==> src/rtl/mc_control_fsm_if.sv <==
// Control bundle between the multi-cycle controller and the CPU datapath/memory.
// Debug state and the sticky fault flag travel with the control strobes.
interface mc_control_fsm_if;
  logic [3:0] opcode;
  logic       zero;
  logic       mem_ready;
  logic       inc_PC;
  logic       pc_src;
  logic       halt;
  logic       ir_load;
  logic       mem_read;
  logic       mem_write;
  logic       addr_sel;
  logic       alu_src_imm;
  logic [1:0] alu_op;
  logic       reg_write;
  logic       wb_sel;
  logic       fault;
  logic [2:0] state;

  modport master (
    input  opcode, zero, mem_ready,
    output inc_PC, pc_src, halt, ir_load, mem_read, mem_write, addr_sel,
           alu_src_imm, alu_op, reg_write, wb_sel, fault, state
  );

  modport slave (
    output opcode, zero, mem_ready,
    input  inc_PC, pc_src, halt, ir_load, mem_read, mem_write, addr_sel,
           alu_src_imm, alu_op, reg_write, wb_sel, fault, state
  );
endinterface

==> src/rtl/mc_control_fsm.sv <==
// Multi-cycle FETCH/DECODE/EXEC/MEM/WB controller for the 16-bit CPU,
// with a memory-wait watchdog that parks the core in HALTED with fault set.
module mc_control_fsm #(
  parameter int MEM_WAIT_MAX = 15
) (
  input logic             clk,
  input logic             reset_n,
  mc_control_fsm_if.master bus
);

  localparam logic [2:0] S_FETCH  = 3'd0;
  localparam logic [2:0] S_DECODE = 3'd1;
  localparam logic [2:0] S_EXEC   = 3'd2;
  localparam logic [2:0] S_MEM    = 3'd3;
  localparam logic [2:0] S_WB     = 3'd4;
  localparam logic [2:0] S_HALTED = 3'd5;

  localparam logic [3:0] OP_NOP  = 4'h0;
  localparam logic [3:0] OP_ADD  = 4'h1;
  localparam logic [3:0] OP_SUB  = 4'h2;
  localparam logic [3:0] OP_AND  = 4'h3;
  localparam logic [3:0] OP_OR   = 4'h4;
  localparam logic [3:0] OP_ADDI = 4'h5;
  localparam logic [3:0] OP_LD   = 4'h6;
  localparam logic [3:0] OP_ST   = 4'h7;
  localparam logic [3:0] OP_BEQ  = 4'h8;
  localparam logic [3:0] OP_BNE  = 4'h9;
  localparam logic [3:0] OP_JMP  = 4'hA;
  localparam logic [3:0] OP_HLT  = 4'hF;

  localparam logic [7:0] WAIT_LIM = 8'(MEM_WAIT_MAX);

  logic [2:0] st, st_nxt;
  logic [7:0] wcnt, wcnt_nxt;
  logic       flt, flt_nxt;

  logic       inc_pc_c, pc_src_c, halt_c, ir_load_c, mem_read_c, mem_write_c;
  logic       addr_sel_c, alu_src_imm_c, reg_write_c, wb_sel_c;
  logic [1:0] alu_op_c;
  logic       is_ld;

  assign is_ld = (bus.opcode == OP_LD);

  always_comb begin
    st_nxt        = st;
    wcnt_nxt      = '0;
    flt_nxt       = flt;
    inc_pc_c      = 1'b0;
    pc_src_c      = 1'b0;
    halt_c        = 1'b0;
    ir_load_c     = 1'b0;
    mem_read_c    = 1'b0;
    mem_write_c   = 1'b0;
    addr_sel_c    = 1'b0;
    alu_src_imm_c = 1'b0;
    alu_op_c      = 2'b00;
    reg_write_c   = 1'b0;
    wb_sel_c      = 1'b0;

    unique case (st)
      S_FETCH: begin
        mem_read_c = 1'b1;
        if (bus.mem_ready) begin
          ir_load_c = 1'b1;
          inc_pc_c  = 1'b1;
          st_nxt    = S_DECODE;
        end else if (wcnt >= WAIT_LIM) begin
          st_nxt  = S_HALTED;
          flt_nxt = 1'b1;
        end else begin
          wcnt_nxt = wcnt + 8'd1;
        end
      end
      S_DECODE: begin
        unique case (bus.opcode)
          OP_NOP:                     st_nxt = S_FETCH;
          OP_HLT:                     st_nxt = S_HALTED;
          OP_ADD, OP_SUB, OP_AND, OP_OR, OP_ADDI,
          OP_LD, OP_ST, OP_BEQ, OP_BNE, OP_JMP: st_nxt = S_EXEC;
          default: begin
            st_nxt  = S_HALTED;
            flt_nxt = 1'b1;
          end
        endcase
      end
      S_EXEC: begin
        st_nxt = S_FETCH;
        unique case (bus.opcode)
          OP_ADD: begin alu_op_c = 2'b00; st_nxt = S_WB; end
          OP_SUB: begin alu_op_c = 2'b01; st_nxt = S_WB; end
          OP_AND: begin alu_op_c = 2'b10; st_nxt = S_WB; end
          OP_OR:  begin alu_op_c = 2'b11; st_nxt = S_WB; end
          OP_ADDI: begin alu_src_imm_c = 1'b1; st_nxt = S_WB; end
          OP_LD, OP_ST: begin alu_src_imm_c = 1'b1; st_nxt = S_MEM; end
          OP_BEQ: begin alu_op_c = 2'b01; pc_src_c = bus.zero; end
          OP_BNE: begin alu_op_c = 2'b01; pc_src_c = ~bus.zero; end
          OP_JMP: pc_src_c = 1'b1;
          default: ;
        endcase
      end
      S_MEM: begin
        addr_sel_c  = 1'b1;
        mem_read_c  = is_ld;
        mem_write_c = ~is_ld;
        if (bus.mem_ready) begin
          st_nxt = is_ld ? S_WB : S_FETCH;
        end else if (wcnt >= WAIT_LIM) begin
          st_nxt  = S_HALTED;
          flt_nxt = 1'b1;
        end else begin
          wcnt_nxt = wcnt + 8'd1;
        end
      end
      S_WB: begin
        reg_write_c = 1'b1;
        wb_sel_c    = is_ld;
        st_nxt      = S_FETCH;
      end
      S_HALTED: halt_c = 1'b1;
      default:  st_nxt = S_FETCH;
    endcase
  end

  always_ff @(posedge clk) begin
    if (!reset_n) begin
      st   <= S_FETCH;
      wcnt <= '0;
      flt  <= 1'b0;
    end else begin
      st   <= st_nxt;
      wcnt <= wcnt_nxt;
      flt  <= flt_nxt;
    end
  end

  // Everything is silenced while reset is held, including the debug state.
  assign bus.inc_PC      = reset_n & inc_pc_c;
  assign bus.pc_src      = reset_n & pc_src_c;
  assign bus.halt        = reset_n & halt_c;
  assign bus.ir_load     = reset_n & ir_load_c;
  assign bus.mem_read    = reset_n & mem_read_c;
  assign bus.mem_write   = reset_n & mem_write_c;
  assign bus.addr_sel    = reset_n & addr_sel_c;
  assign bus.alu_src_imm = reset_n & alu_src_imm_c;
  assign bus.alu_op      = reset_n ? alu_op_c : 2'b00;
  assign bus.reg_write   = reset_n & reg_write_c;
  assign bus.wb_sel      = reset_n & wb_sel_c;
  assign bus.fault       = reset_n & flt;
  assign bus.state       = reset_n ? st : S_FETCH;

endmodule

==> src/flat_wrapper.sv <==
// flat-port wrapper written by rule: the top's interface ports become plain ports
module mc_control_fsm_flat 
#(
  parameter int MEM_WAIT_MAX = 15
)
  (clk, reset_n, bus_opcode, bus_zero, bus_mem_ready, bus_inc_PC, bus_pc_src, bus_halt, bus_ir_load, bus_mem_read, bus_mem_write, bus_addr_sel, bus_alu_src_imm, bus_alu_op, bus_reg_write, bus_wb_sel, bus_fault, bus_state);
  mc_control_fsm_if bus_i ();
  input logic clk;
  input logic reset_n;
  input wire logic [$bits(bus_i.opcode)-1:0] bus_opcode;
  input wire logic [$bits(bus_i.zero)-1:0] bus_zero;
  input wire logic [$bits(bus_i.mem_ready)-1:0] bus_mem_ready;
  output wire logic [$bits(bus_i.inc_PC)-1:0] bus_inc_PC;
  output wire logic [$bits(bus_i.pc_src)-1:0] bus_pc_src;
  output wire logic [$bits(bus_i.halt)-1:0] bus_halt;
  output wire logic [$bits(bus_i.ir_load)-1:0] bus_ir_load;
  output wire logic [$bits(bus_i.mem_read)-1:0] bus_mem_read;
  output wire logic [$bits(bus_i.mem_write)-1:0] bus_mem_write;
  output wire logic [$bits(bus_i.addr_sel)-1:0] bus_addr_sel;
  output wire logic [$bits(bus_i.alu_src_imm)-1:0] bus_alu_src_imm;
  output wire logic [$bits(bus_i.alu_op)-1:0] bus_alu_op;
  output wire logic [$bits(bus_i.reg_write)-1:0] bus_reg_write;
  output wire logic [$bits(bus_i.wb_sel)-1:0] bus_wb_sel;
  output wire logic [$bits(bus_i.fault)-1:0] bus_fault;
  output wire logic [$bits(bus_i.state)-1:0] bus_state;
  assign bus_i.opcode = bus_opcode;
  assign bus_i.zero = bus_zero;
  assign bus_i.mem_ready = bus_mem_ready;
  assign bus_inc_PC = bus_i.inc_PC;
  assign bus_pc_src = bus_i.pc_src;
  assign bus_halt = bus_i.halt;
  assign bus_ir_load = bus_i.ir_load;
  assign bus_mem_read = bus_i.mem_read;
  assign bus_mem_write = bus_i.mem_write;
  assign bus_addr_sel = bus_i.addr_sel;
  assign bus_alu_src_imm = bus_i.alu_src_imm;
  assign bus_alu_op = bus_i.alu_op;
  assign bus_reg_write = bus_i.reg_write;
  assign bus_wb_sel = bus_i.wb_sel;
  assign bus_fault = bus_i.fault;
  assign bus_state = bus_i.state;
  mc_control_fsm #(.MEM_WAIT_MAX(MEM_WAIT_MAX)) u_core (.clk(clk), .reset_n(reset_n), .bus(bus_i));
endmodule
==> config.mk <==
export PLATFORM = sky130hd
export DESIGN_NAME = mc_control_fsm_flat
export DESIGN_NICKNAME = d
export VERILOG_FILES = /design/src/rtl/mc_control_fsm_if.sv /design/src/rtl/mc_control_fsm.sv /design/src/flat_wrapper.sv
export SDC_FILE = /design/constraint.sdc
export NUM_CORES = 1
export LEC_CHECK = 0
export ABC_CLOCK_PERIOD_IN_PS = 1150
export CAP_MARGIN = 20
export CORE_UTILIZATION = 39
export CTS_CLUSTER_DIAMETER = 80
export DETAILED_ROUTE_END_ITERATION = 7
export GPL_TIMING_DRIVEN = 0
export PLACE_DENSITY = 0.85
export SLEW_MARGIN = 10
export SYNTH_ARGS = -nofsm -noshare
export SYNTH_HDL_FRONTEND = slang
export SYNTH_SLANG_ARGS = --single-unit
==> constraint.sdc <==
create_clock -name clk -period 1.15 [get_ports clk]
set_input_delay 0.23 -clock clk [delete_from_list [all_inputs] [get_ports clk]]
set_output_delay 0.23 -clock clk [all_outputs]
set_load 0.1 [all_outputs]
==> summary.txt, run 1 <==
Synth
  – Sequential fraction of the synthesis area: 34.0%
  – Primary flip-flop cell chosen by synthesis mapping: dfxtp_1
  – Top cell type by total area after synthesis: dfxtp_1
  – Multiplexer share of the synthesized area: 1.42%
  – Count of different cell masters after synthesis: 30
  – Gate count of the mapped netlist: 97
  – Number of synthesized flops with an enable pin: 0
  – Post-synthesis sequential element count: 12
  – Biggest area contributors in the synthesized netlist: dfxtp_1 34%, nor2_1 7.4%, nand2_1 4.8%
  – Area of the mapped netlist: 707 µm²
  – Simple logic cell fraction of the synthesized area: 34.3%
  – Share of Yosys cell area claimed by the top area cell type: 34.0%
  – Xor-xnor portion of the synthesized cell area: 6.19%
  – Combinational family with the most area after synthesis: simple AND/OR/NAND/NOR gates
  – Synth Area in Compound Gates: 14.9%
  – Synthesized area per cell: 7.29 µm²
  – Warnings, synthesis: 0
  – FFs w/ async S/R, synth: 0%
  – Adder-Cell Fraction of Synth Area: 1.77%

Clock network
  – Clock Tree Buf Depth: 2
  – H-tree Lvls: 1
  – Number of hold buffers added after CTS: 0
  – Sinks on Clock Net: 12
  – Cell chosen for the clock root: clkbuf_4
  – CTS buffer count: 3

Floorplanning
  – Total number of placement rows: 15
  – Initial Util: 41.4%
  – Die height: 44.6 µm
  – I/O pin count: 24
  – Die X-Extent: 44.6 µm

Place
  – Gpl congestion: 0.754
  – I/O Buffers: 19
  – Pre-CTS setup slack: -1.81 ns
  – Post-DP HPWL: 1.34 mm

Outcome
  – Stage where the flow stopped: 5_1_grt
  – Error message: [ERROR DPL-0038] Utilization greater than 100%, impossible to legalize
  – Outcome: did not finish

STA
  – Last worst endpoint in the global-route repair_timing: bus_ir_load
  – Kind of pin the worst path terminates on: top-level output

Global route
  – Maximum number of pins on one net before global-route repair: 11
==> timing repair <==
action | 4_1_cts
buffers inserted | 16
pin swaps | 10
gates resized for setup | 162
cloned | 0
endpoints found under the setup margin | 24
==> cell usage after synthesis, types with 3 or more instances <==
cell type	instances
a21oi_1	5
a31oi_1	3
and2_1	5
buf_2	3
dfxtp_1	12
inv_1	6
nand2_1	9
nand2b_1	4
nand3_1	4
nor2_1	14
nor3_1	6
nor4_1	3
xnor2_1	3
==> stage by stage <==
step	hold slack (ns)	cell area, µm²	cells
3_3_place_gp	0.433	1170	144
2_1_floorplan	0.360	945	100
4_1_cts	0.313	1550	164
3_5_place_dp	0.439	1170	144
==> kinds of logic after synthesis <==
group | count (synthesis)
adder cells (fa/ha/maj) | 1
AND/OR/NAND/NOR | 50
AO/OA/AOI/OAI | 16
buffers and inverters | 11
flip-flops | 12
multiplexers | 1
XOR/XNOR | 5
other | 1
==> inputs of run 2 (changes only) <==
--- a/config.mk
+++ b/config.mk
@@ -5,13 +5,13 @@
 export SDC_FILE = /design/constraint.sdc
 export NUM_CORES = 1
 export LEC_CHECK = 0
-export ABC_CLOCK_PERIOD_IN_PS = 1150
+export ABC_CLOCK_PERIOD_IN_PS = 1500
 export CAP_MARGIN = 20
-export CORE_UTILIZATION = 39
-export CTS_CLUSTER_DIAMETER = 80
+export CORE_AREA = 2 2 63 65
 export DETAILED_ROUTE_END_ITERATION = 7
+export DIE_AREA = 0 0 65 67
 export GPL_TIMING_DRIVEN = 0
-export PLACE_DENSITY = 0.85
+export PLACE_DENSITY_LB_ADDON = 0.15
 export SLEW_MARGIN = 10
 export SYNTH_ARGS = -nofsm -noshare
 export SYNTH_HDL_FRONTEND = slang
==> constraint.sdc (replaced) <==
create_clock -name clk -period 1.5 [get_ports clk]
set_input_delay 0.3 -clock clk [delete_from_list [all_inputs] [get_ports clk]]
set_output_delay 0.3 -clock clk [all_outputs]
set_load 0.1 [all_outputs]
==> summary.txt, run 2 <==
Final layout
  – Share of layout cells above drive strength 1: 51.8%
  – Post-route cell area: 1530 µm²
  – Diodes inserted: 0
  – Registers with the most flip-flops: u_core.wcnt (8), u_core.st (3), u_core.flt (1)
  – Nets: 152
  – Util after Layout: 42.5%
  – Most flop-heavy register: u_core.wcnt
  – Sequential cell area: 251 µm²
  – Post-synthesis to final-layout area growth: 117%
  – Footprint of the multi-input gates: 626 µm²
  – Final cell count without fillers: 189
  – Number of inserted filler cells in the final layout: 381
  – Max reg flops: 8
  – Most frequent standard cell in the layout excluding fill and tap cells: buf_4
  – Most frequent cells in the layout: 17 x buf_4, 12 x buf_12, 9 x dfxtp_1, 8 x nor2_1, 7 x buf_6

Drt
  – Ratio of routed vias to standard cells: 4.33
  – DRC marker count from the first detailed-route iteration: 18
  – Count of unresolved DRC violations after routing: 0
  – Count of TritonRoute iterations in the first routing pass: 3
  – Number of vias in the routed layout: 819
  – Average detailed-routed wire length per instance: 11.0 µm
  – Total wire length: 2.08 mm
  – Antenna-violating nets left: 0

Pwr
  – Peak supply drop: 533 µV
  – Static leakage power: 0.618 nW
  – Combinational fraction of design power: 50.6%
  – Total net switching power: 0.521 mW
  – Share of total power in the clock network: 20.9%
  – Design Power: 1.32 mW
  – Share of power burned in registers: 28.4%
  – Sw Ratio: 39.3%
  – P per Cell Area: 864 nW/µm²
  – Power Internal: 0.803 mW

Floorplanning
  – Initial Util: 19.6% (-22 points)
  – Total number of placement rows: 22 (+7)
  – Core area: 3610 µm²
  – I/O pin count: 24 (unchanged)
  – Die X-Extent: 65 µm (+46%)
  – Die area: 4360 µm²
  – Die height: 67 µm (+50%)

Global route
  – Total global routing overflow: 0
  – GRT Resource Usage Total: 10.6%
  – Maximum number of pins on one net before global-route repair: 11
  – Global-route wire length before repair: 3.61 mm
  – Vias in the first global route: 811
  – Antenna violations before repair: 0

Worst hold path
  – End of the worst hold path: u_core.wcnt[0]
  – Min-Delay Path Depth: 1
  – Hold Path Origin: u_core.wcnt[0]
  – Path category of the worst min-delay check: reg2reg

STA
  – Final worst hold slack: 0.447 ns
  – Accumulated negative setup slack: -1.76 ns
  – Setup WS post-layout: -0.249 ns
  – Worst Clk Skew: 0.00273 ns
  – Total setup violations reported at the end of the flow: 10
  – Period Utilization, post-route: 117%
  – Setup repair after global routing missed its margin: yes
  – Final Max Slew Viols: 0
  – Achievable frequency: 0.572 GHz
  – Clock period minus final worst setup slack: 1.75 ns
  – Number of hold violations in the final report: 0

Synth
  – Number of synthesized flops with an enable pin: 0 (unchanged)
  – Top cell type by total area after synthesis: dfxtp_1
  – Most frequent cell after synthesis: nor2_1
  – Area of the mapped netlist: 707 µm² (unchanged)
  – Warnings, synthesis: 0 (unchanged)
  – Primary flip-flop cell chosen by synthesis mapping: dfxtp_1
  – Count of different cell masters after synthesis: 30 (unchanged)
  – Synthesized area per cell: 7.29 µm² (unchanged)
  – FFs w/ async S/R, synth: 0% (unchanged)
  – Biggest area contributors in the synthesized netlist: dfxtp_1 34%, nor2_1 7.4%, nand2_1 4.8%
  – Gate count of the mapped netlist: 97 (unchanged)
  – Share of Yosys cell area claimed by the top area cell type: 34.0% (unchanged)
  – Post-synthesis sequential element count: 12 (unchanged)
  – Sequential fraction of the synthesis area: 34.0% (unchanged)
  – Leading cell types by count after synthesis: 14 x nor2_1, 12 x dfxtp_1, 9 x nand2_1

Critical path
  – Startpoint Class: flop
  – Standard cell with the maximum stage delay on the critical path: dfxtp_4
  – Endpoint kind of the worst setup timing path: output pin
  – Required time worst endpoint: 1.20 ns
  – Critical path peak fanout: 5
  – Data arrival time of the critical path: 1.45 ns
  – Max incr delay on CP: 0.34 ns
  – Most common cell on crit path: nand2b_4
  – Capturing point of the worst reg2reg path: u_core.st[2]
  – Setup Crit Path Kind: reg2out
  – Cells along the critical path: nand2b_4 > nand2b_4 > nor4_4 > buf_6
  – Flop2flop setup slack: 0.05 ns
  – Cells on worst reg2reg path: 5
  – Source of the worst register-to-register timing path: u_core.st[1]

Outcome
  – Violations in the final reports: negative setup slack
  – Outcome: complete, but fails checks

Clock network
  – CTS tree: done
  – CTS buffer count: 3 (unchanged)
  – Sinks on Clock Net: 12 (unchanged)
  – Cell chosen for the clock root: clkbuf_8
  – Clock latency on the worst-skew pair: 0.23 ns
  – H-tree Lvls: 1 (unchanged)
  – Number of hold buffers added after CTS: 0 (unchanged)
  – Clock Tree Buf Depth: 2 (unchanged)
  – Clock transition at the register clock pins on the worst setup and hold paths after CTS: 0.05 ns

Flow run
  – Max_cap viols: 0

Place
  – Post-DP HPWL: 1.54 mm (+15%)
  – Post-detailed-placement cell area: 1190 µm² (+2.0%)
  – Pre-CTS setup slack: -1.60 ns (+0.209 ns)
  – I/O Buffers: 19 (unchanged)
  – Gpl congestion: 0.706 (-6.3%)
  – Cell Count Post-Placement: 167 (+16%)
==> run 2: cell type report <==
type                    count  share of cell area [%]
plain buffers               5                    5.39
clock buffers               3                    2.69
inverters                   6                    1.47
multi-input cells          77                    40.8
flip-flops and latches     12                    16.4
well taps                  48                    3.92
repair buffers             38                    29.3
==> run 2: how the worst max path moves through the flow <==
stage	from	end	slack, ns	cells past startpoint
2_1_floorplan	u_core.st[2]	bus_pc_src	-0.63	3
3_3_place_gp	reset_n	bus_pc_src	-1.59	5
3_5_place_dp	reset_n	bus_pc_src	-1.60	5
4_1_cts	u_core.st[2]	bus_pc_src	-0.29	4
5_1_grt	u_core.st[2]	bus_alu_src_imm	-0.29	5
6_report	u_core.st[2]	bus_pc_src	-0.25	4
==> run 2: logic make-up (layout without fill, tap and decap cells) <==
| logic type | after synthesis | count (layout) | synth area share (%) |
|---|---|---|---|
| simple gates | 50 | 50 | 34.3 |
| compound gates | 16 | 16 | 14.9 |
| flops | 12 | 12 | 34.0 |
| buf+inv | 11 | 52 | 6.90 |
| xor+xnor | 5 | 5 | 6.20 |
| fa+ha+maj | 1 | 1 | 1.77 |
| other cells | 1 | 4 | 0.530 |
| mux | 1 | 1 | 1.42 |
==> run 2: timing repair <==
item | in CTS | in global routing
pin swaps | 8 | 7
endpoints found under the setup margin | 16 | 19
buffers inserted | 12 | 7
endpoints found under the hold margin | 0 | 0
gates resized for setup | 132 | 14
==> run 2: per-layer routing <==
metal  wire length (µm)  share of wire, %  up-vias  GRT usage, %
met4                 13              0.63        0          2.39
met5                  0                 0        -             0
met3                 80               3.8        2          2.53
li1                   -                 -      414             -
met1                877                42      385          12.2
met2               1110                53       18          19.7
==> run 2: worst max-delay path: cells and delay by family, from the launching register on <==
kind / cells / cell delay, ns
AND/OR/NAND/NOR: 3 / 0.61
buffers and inverters: 1 / 0.26
flip-flops: 1 / 0.34
==> run 2: power by group through the flow <==
| stage | clock network, mW | logic, mW | registers, mW |
|---|---|---|---|
| 6_report | 0.277 | 0.670 | 0.377 |
| 5_1_grt | 0.305 | 0.710 | 0.381 |
| 4_1_cts | 0.286 | 0.621 | 0.374 |
| 3_5_place_dp | 0 | 0.510 | 0.385 |
| 3_3_place_gp | 0 | 0.507 | 0.385 |
| 2_1_floorplan | 0 | 0.418 | 0.377 |
(Power assumes the default switching activity.)
==> inputs of run 3 (changes only) <==
--- a/config.mk
+++ b/config.mk
@@ -6,7 +6,6 @@
 export NUM_CORES = 1
 export LEC_CHECK = 0
 export ABC_CLOCK_PERIOD_IN_PS = 1500
-export CAP_MARGIN = 20
 export CORE_AREA = 2 2 63 65
 export DETAILED_ROUTE_END_ITERATION = 7
 export DIE_AREA = 0 0 65 67
==> results of run 3 <==
Final layout, timing and power as in run 2 (identical DEF).
